## src/rtl/rhs_trunc_accum_if.sv

```systemverilog
// Handshake and result bus of the truncating accumulator stage.
// The master side (producer/consumer environment) drives the sample and
// out_ready. The slave side (the stage itself) drives in_ready and the
// result slot.
interface rhs_trunc_accum_if #(
  parameter int W  = 3,
  parameter int DW = 6
);
  logic          in_valid;
  logic          in_ready;
  logic [DW-1:0] in_data;
  logic          acc_clr;
  logic          out_valid;
  logic          out_ready;
  logic [W-1:0]  out_trunc;
  logic          out_lost;
  logic [W:0]    out_acc;
  logic          out_wrap;
  logic [3:0]    wrap_cnt;

  modport master (
    output in_valid, in_data, acc_clr, out_ready,
    input  in_ready, out_valid, out_trunc, out_lost, out_acc, out_wrap, wrap_cnt
  );

  modport slave (
    input  in_valid, in_data, acc_clr, out_ready,
    output in_ready, out_valid, out_trunc, out_lost, out_acc, out_wrap, wrap_cnt
  );
endinterface

```

## src/rtl/rhs_trunc_accum.sv

```systemverilog
// Truncating accumulator stage: takes d, forms W'(d+1), flags nonzero bits
// lost by the cast, and adds the cast value into a wrapping (W+1)-bit sum.
// The result is held in a single registered output slot (1-cycle latency).
module rhs_trunc_accum #(
  parameter int W  = 3,
  parameter int DW = 6
) (
  input logic              clk,
  input logic              rst,
  rhs_trunc_accum_if.slave bus
);

  logic          r_out_valid;
  logic [W-1:0]  r_out_trunc;
  logic          r_out_lost;
  logic [W:0]    r_out_acc;
  logic          r_out_wrap;
  logic [3:0]    r_wrap_cnt;
  logic [W:0]    r_acc;

  logic          w_in_ready;
  logic          w_accept;
  logic [DW:0]   w_sum;
  logic [W-1:0]  w_trunc;
  logic          w_lost;
  logic [W:0]    w_base;
  logic [W+1:0]  w_full;

  // The slot can take a sample when empty or when it is being drained in the
  // same cycle; in_valid never feeds back into in_ready.
  assign w_in_ready = !r_out_valid || bus.out_ready;
  assign w_accept   = bus.in_valid && w_in_ready;

  // d+1 is formed one bit wider than d so the all-ones sample reaches 2^DW
  // before the cast instead of wrapping to 0.
  assign w_sum   = {1'b0, bus.in_data} + {{DW{1'b0}}, 1'b1};
  assign w_trunc = w_sum[W-1:0];
  assign w_lost  = |w_sum[DW:W];

  // acc_clr only matters with an accepted sample; the carry out of bit W is
  // kept in the extra top bit of w_full and reported as the wrap flag.
  assign w_base = bus.acc_clr ? '0 : r_acc;
  assign w_full = {1'b0, w_base} + {2'b00, w_trunc};

  // Accumulator, saturating wrap counter and the output slot.
  always_ff @(posedge clk) begin
    // NOTE: sequential state uses non-blocking assignments so every register
    // samples pre-edge values regardless of statement order in this block.
    if (rst) begin
      r_out_valid <= 1'b0;
      r_out_trunc <= '0;
      r_out_lost  <= 1'b0;
      r_out_acc   <= '0;
      r_out_wrap  <= 1'b0;
      r_wrap_cnt  <= '0;
      r_acc       <= '0;
    end else if (w_accept) begin
      r_acc       <= w_full[W:0];
      r_out_valid <= 1'b1;
      r_out_trunc <= w_trunc;
      r_out_lost  <= w_lost;
      r_out_acc   <= w_full[W:0];
      r_out_wrap  <= w_full[W+1];
      if (w_full[W+1] && (r_wrap_cnt != 4'hF)) begin
        r_wrap_cnt <= r_wrap_cnt + 4'd1;
      end
    end else if (bus.out_ready) begin
      // Drain without refill: only the valid flag drops, data fields hold.
      r_out_valid <= 1'b0;
    end
  end

  assign bus.in_ready  = w_in_ready;
  assign bus.out_valid = r_out_valid;
  assign bus.out_trunc = r_out_trunc;
  assign bus.out_lost  = r_out_lost;
  assign bus.out_acc   = r_out_acc;
  assign bus.out_wrap  = r_out_wrap;
  assign bus.wrap_cnt  = r_wrap_cnt;

endmodule

```

## src/flat_wrapper.sv

```systemverilog
// flat-port wrapper written by rule: the top's interface ports become plain ports
module rhs_trunc_accum_flat 
#(
  parameter int W  = 3,
  parameter int DW = 6
)
  (clk, rst, bus_in_valid, bus_in_data, bus_acc_clr, bus_out_ready, bus_in_ready, bus_out_valid, bus_out_trunc, bus_out_lost, bus_out_acc, bus_out_wrap, bus_wrap_cnt);
  rhs_trunc_accum_if #(.W(W), .DW(DW)) bus_i ();
  input logic clk;
  input logic rst;
  input wire logic [$bits(bus_i.in_valid)-1:0] bus_in_valid;
  input wire logic [$bits(bus_i.in_data)-1:0] bus_in_data;
  input wire logic [$bits(bus_i.acc_clr)-1:0] bus_acc_clr;
  input wire logic [$bits(bus_i.out_ready)-1:0] bus_out_ready;
  output wire logic [$bits(bus_i.in_ready)-1:0] bus_in_ready;
  output wire logic [$bits(bus_i.out_valid)-1:0] bus_out_valid;
  output wire logic [$bits(bus_i.out_trunc)-1:0] bus_out_trunc;
  output wire logic [$bits(bus_i.out_lost)-1:0] bus_out_lost;
  output wire logic [$bits(bus_i.out_acc)-1:0] bus_out_acc;
  output wire logic [$bits(bus_i.out_wrap)-1:0] bus_out_wrap;
  output wire logic [$bits(bus_i.wrap_cnt)-1:0] bus_wrap_cnt;
  assign bus_i.in_valid = bus_in_valid;
  assign bus_i.in_data = bus_in_data;
  assign bus_i.acc_clr = bus_acc_clr;
  assign bus_i.out_ready = bus_out_ready;
  assign bus_in_ready = bus_i.in_ready;
  assign bus_out_valid = bus_i.out_valid;
  assign bus_out_trunc = bus_i.out_trunc;
  assign bus_out_lost = bus_i.out_lost;
  assign bus_out_acc = bus_i.out_acc;
  assign bus_out_wrap = bus_i.out_wrap;
  assign bus_wrap_cnt = bus_i.wrap_cnt;
  rhs_trunc_accum #(.W(W), .DW(DW)) u_core (.clk(clk), .rst(rst), .bus(bus_i));
endmodule
```

## config.mk

```make
export PLATFORM = sky130hd
export DESIGN_NAME = rhs_trunc_accum_flat
export DESIGN_NICKNAME = d
export VERILOG_FILES = /design/src/rtl/rhs_trunc_accum_if.sv /design/src/rtl/rhs_trunc_accum.sv /design/src/flat_wrapper.sv
export SDC_FILE = /design/constraint.sdc
export NUM_CORES = 1
export LEC_CHECK = 0
export ABC_CLOCK_PERIOD_IN_PS = 6100
export CAP_MARGIN = 25
export CORE_MARGIN = 1
export CORE_UTILIZATION = 47
export DETAILED_ROUTE_END_ITERATION = 12
export PLACE_DENSITY = 0.82
export REMOVE_ABC_BUFFERS = 1
export SLEW_MARGIN = 10
export SYNTH_ARGS = -nofsm -noshare
export SYNTH_HDL_FRONTEND = slang
export SYNTH_SLANG_ARGS = --single-unit
export TNS_END_PERCENT = 1
```

## constraint.sdc

```tcl
create_clock -name clk -period 6.1 [get_ports clk]
set_input_delay 0.61 -clock clk [delete_from_list [all_inputs] [get_ports clk]]
set_output_delay 0.61 -clock clk [all_outputs]
set_load 0.02 [all_outputs]
```

==> results.sh <==
export IMPL_status="finished clean"
export IMPL_p_clk_share_pct=31.1
export IMPL_startpoint_type="primary input"
export IMPL_drtIter0Drc=22
export IMPL_drv_slew=0
export IMPL_ir_worst_vdd_mv=0.133
export IMPL_cts_tree="yes"
export IMPL_chipWidth_um=42.5
export IMPL_r2r_cells=8
export IMPL_maxCapViolCount=0
export IMPL_worst_slew_pin_slew_ps=527
export IMPL_path_cells="clkdlybuf4s50_1 > nor2b_1 > ha_1 > inv_1 > fa_1 > and2b_4 > o211ai_4 > or4_1 > a21oi_1"
export IMPL_yosysWarningCount=0
export IMPL_drcViolationCount=0
export IMPL_setup_violations=0
export IMPL_die_h_um=42.5
export IMPL_synthSimpleGateAreaFrac_pct=23.1
export IMPL_synth_top_family_by_area="simple AND/OR/NAND/NOR gates"
export IMPL_cts_setup_buffers=0
export IMPL_synthCells=89
export IMPL_yosysSeqAreaShare_pct=36.4
export IMPL_cts_root_buf="clkbuf_4"
export IMPL_synth_area_leaders="dfxtp_1, ha_1, a21oi_1"
export IMPL_fin_crit_ps=2870
export IMPL_hold_slack_ps=461
export IMPL_vias=759
export IMPL_core_um2=1520
export IMPL_drive_above_1_share_pct=11.1
export IMPL_grt_pass1_vias=683
export IMPL_clk_insertion_delay_late_ps=280
export IMPL_synth_ff_type="dfxtp_1"
export IMPL_place_hpwl_um=1290
export IMPL_tns_ps=0
export IMPL_initial_core_util_pct=50.6
export IMPL_syn_avg_cell_area_um2=8.66
export IMPL_clk_pin_slew_ps=90
export IMPL_synth_async_reset_ratio_pct=0
export IMPL_critPathArrivalTime_ps=3080
export IMPL_min_path_cells=2
export IMPL_netlist_area_um2=771
export IMPL_synth_compound_area_share_pct=21.4
export IMPL_p_int_uw=157
export IMPL_combPwrFrac_pct=23.5
export IMPL_path_delay_family="simple AND/OR/NAND/NOR gates"
export IMPL_synth_xor_area_share_pct=2.27
export IMPL_yosys_area_top_type="dfxtp_1"
export IMPL_rows=14
export IMPL_switching_share_pct=27.7
export IMPL_ys_top_cells_by_count="dfxtp_1, nand2_1, a21oi_1, inv_1, nor2_1"
export IMPL_reg2reg_from="u_core.r_acc[0]$_SDFFE_PP0P_"
export IMPL_synth_edff_count=0
export IMPL_slowest_delay_ps=520
export IMPL_powerDensity_nw_per_um2=203
export IMPL_r2r_slack_ps=3740
export IMPL_cts_buffers_inserted=3
export IMPL_ios=26
export IMPL_seqPwrFrac_pct=45.4
export IMPL_drt_pass1_iter_count=4
export IMPL_hp_class="flip-flop to flip-flop"
export IMPL_vias_per_cell=5.71
export IMPL_drt_wirelength_per_cell_um=13.6
export IMPL_nNetsFinal=135
export IMPL_holdCritStartpoint="u_core.bus.out_wrap$_SDFFE_PP0P_"
export IMPL_hold_viol=0
export IMPL_num_antenna_cells=0
export IMPL_worstSetupPathType="primary input to flip-flop"
export IMPL_fin_crit_sh_pct=47.1
export IMPL_slew_headroom_pct=64.8
export IMPL_rsz0062_at_grt="false"
export IMPL_n_fill_cell=130
export IMPL_numClockSinks=14
export IMPL_cts_path_max_buffers=2
export IMPL_path_buf_inv=2
export IMPL_fin_skew_ps=3.48
export IMPL_p_sw_uw=60.2
export IMPL_areaGrowthSynthToFinish_pct=39.3
export IMPL_worstSetupEndpointType="flip-flop"
export IMPL_synth_cell_types=33
export IMPL_grt_usage_pct=21.7
export IMPL_synth_seq_cells=14
export IMPL_place_congestion=0.842
export IMPL_cts_hold_buf=0
export IMPL_p_leak_uw=0.000421
export IMPL_synthAdderAreaFrac_pct=10.7
export IMPL_h_tree_depth=1
export IMPL_holdPathEnd="u_core.bus.out_wrap$_SDFFE_PP0P_"
export IMPL_antenna_left=0
export IMPL_grt_max_degree=15
export IMPL_fp_dieArea_um2=1810
export IMPL_yosys_area_top_type_share_pct=36.4
export IMPL_cpMaxStageDelayCell="or4_1"
export IMPL_grt_pass1_wl_um=2930
export IMPL_synth_most_common_cell="dfxtp_1"
export IMPL_postRouteWirelength_um=1810
export IMPL_globalRoute_totalOverflow=0
export IMPL_fmax_mhz=348
export IMPL_regToRegEndpoint="u_core.bus.wrap_cnt[3]$_SDFFE_PP0P_"
export IMPL_crit_fanout=6
export IMPL_synth_area_mux_share_pct=1.30
export IMPL_portBuffers=25
export IMPL_post_cts_resized=0
export IMPL_crit_required_ps=6310
export IMPL_antenna_found_initial=0
## cells by family after synthesis
logic type / count (synthesis)
DFF: 14
buffers and inverters: 10
and+or+nand+nor: 33
muxes: 1
AOI/OAI and AO/OA: 23
adders and majority gates: 6
xor gates and xnor gates: 2
## metrics by stage
stage          area [um2]  setup WS, ps  total power (uW)  std cells  util, %
3_3_place_gp         1040          3090               150        129     68.1
5_1_grt              1070          3110               228        133     70.4
6_report             1070          3230               218        133     70.4
4_1_cts              1070          3270               219        133     70.4
3_5_place_dp         1040          3010               152        129     68.1
2_1_floorplan         767          3660               128         88        -
## placed cells by master (no fill, tap or decap)
master | Yosys | layout
o211ai_4 | 1 | 1
a211oi_1 | 3 | 3
a31oi_1 | 1 | 1
or4_1 | 1 | 1
clkdlybuf4s50_1 | 0 | 25
a41oi_1 | 1 | 1
fa_1 | 1 | 1
clkbuf_8 | 0 | 1
nand3b_1 | 1 | 1
a21o_1 | 1 | 1
nor3_1 | 2 | 2
o31ai_1 | 2 | 2
nor2_1 | 7 | 7
clkbuf_4 | 0 | 3
o2111ai_1 | 1 | 1
mux2i_1 | 1 | 1
xnor2_1 | 1 | 1
nand2b_1 | 1 | 1
or3_2 | 2 | 2
dfxtp_1 | 14 | 14
nand2_1 | 9 | 9
nor2b_4 | 1 | 1
xor2_1 | 1 | 1
a21oi_1 | 8 | 8
o221a_2 | 1 | 1
o21ai_0 | 3 | 3
a21o_2 | 1 | 1
nor2b_1 | 4 | 4
inv_1 | 8 | 8
nor2_2 | 1 | 1
nor4_1 | 1 | 1
nand3_1 | 2 | 2
and2b_4 | 1 | 1
ha_1 | 5 | 5
inv_2 | 1 | 1
## registers in the layout (all words and copies together) (netlist names)
register and cells:
u_core.bus.out_valid 1, u_core.bus.wrap_cnt 4, u_core.r_acc 4, u_core.bus.out_lost 1
u_core.bus.out_trunc 3, u_core.bus.out_wrap 1
## final cells by class
type | count | area (um2) | area share [%]
multi-input cells | 65 | 453 | 42.2
flip-flops and latches | 14 | 280 | 26.1
repair buffers | 25 | 250 | 23.3
clock buffers | 4 | 36.3 | 3.38
inverters | 9 | 33.8 | 3.15
well taps | 16 | 20.0 | 1.86
## how the worst max path moves through the flow
stage / start / endpoint / slack [ps] / cells past startpoint
floorplan: bus_in_data[0] / u_core.bus.wrap_cnt[3]$_SDFFE_PP0P_ / 3660 / 7
global route: bus_acc_clr / u_core.bus.wrap_cnt[3]$_SDFFE_PP0P_ / 3110 / 9
detailed placement: bus_in_data[0] / u_core.bus.wrap_cnt[3]$_SDFFE_PP0P_ / 3010 / 8
finish: bus_acc_clr / u_core.bus.wrap_cnt[3]$_SDFFE_PP0P_ / 3230 / 9
global placement: bus_in_data[0] / u_core.bus.wrap_cnt[3]$_SDFFE_PP0P_ / 3090 / 8
CTS: bus_acc_clr / u_core.bus.wrap_cnt[3]$_SDFFE_PP0P_ / 3270 / 9
## worst reg2reg max path, stage by stage (launching register included)
cell and delay (ps):
dfxtp_1 350, nor2b_1 200, ha_1 220, inv_1 70
fa_1 400, and2b_4 290, o211ai_4 100, or4_1 520
a21oi_1 150
## metal layers
layer	track usage (%)	share of wire, %
met2	37.5	49
met3	6.03	7.0
met5	0	0
met4	7.50	2.7
met1	25.4	41
## power by group through the flow
stage	Clock, uW	Combinational (uW)	Sequential, uW
3_3_place_gp	0	49.5	101
2_1_floorplan	0	21.4	106
4_1_cts	69.1	51.6	98.8
5_1_grt	73.4	55.1	99.5
3_5_place_dp	0	50.8	101
6_report	67.7	51.2	98.7
Power figures use the tool's default switching activity.
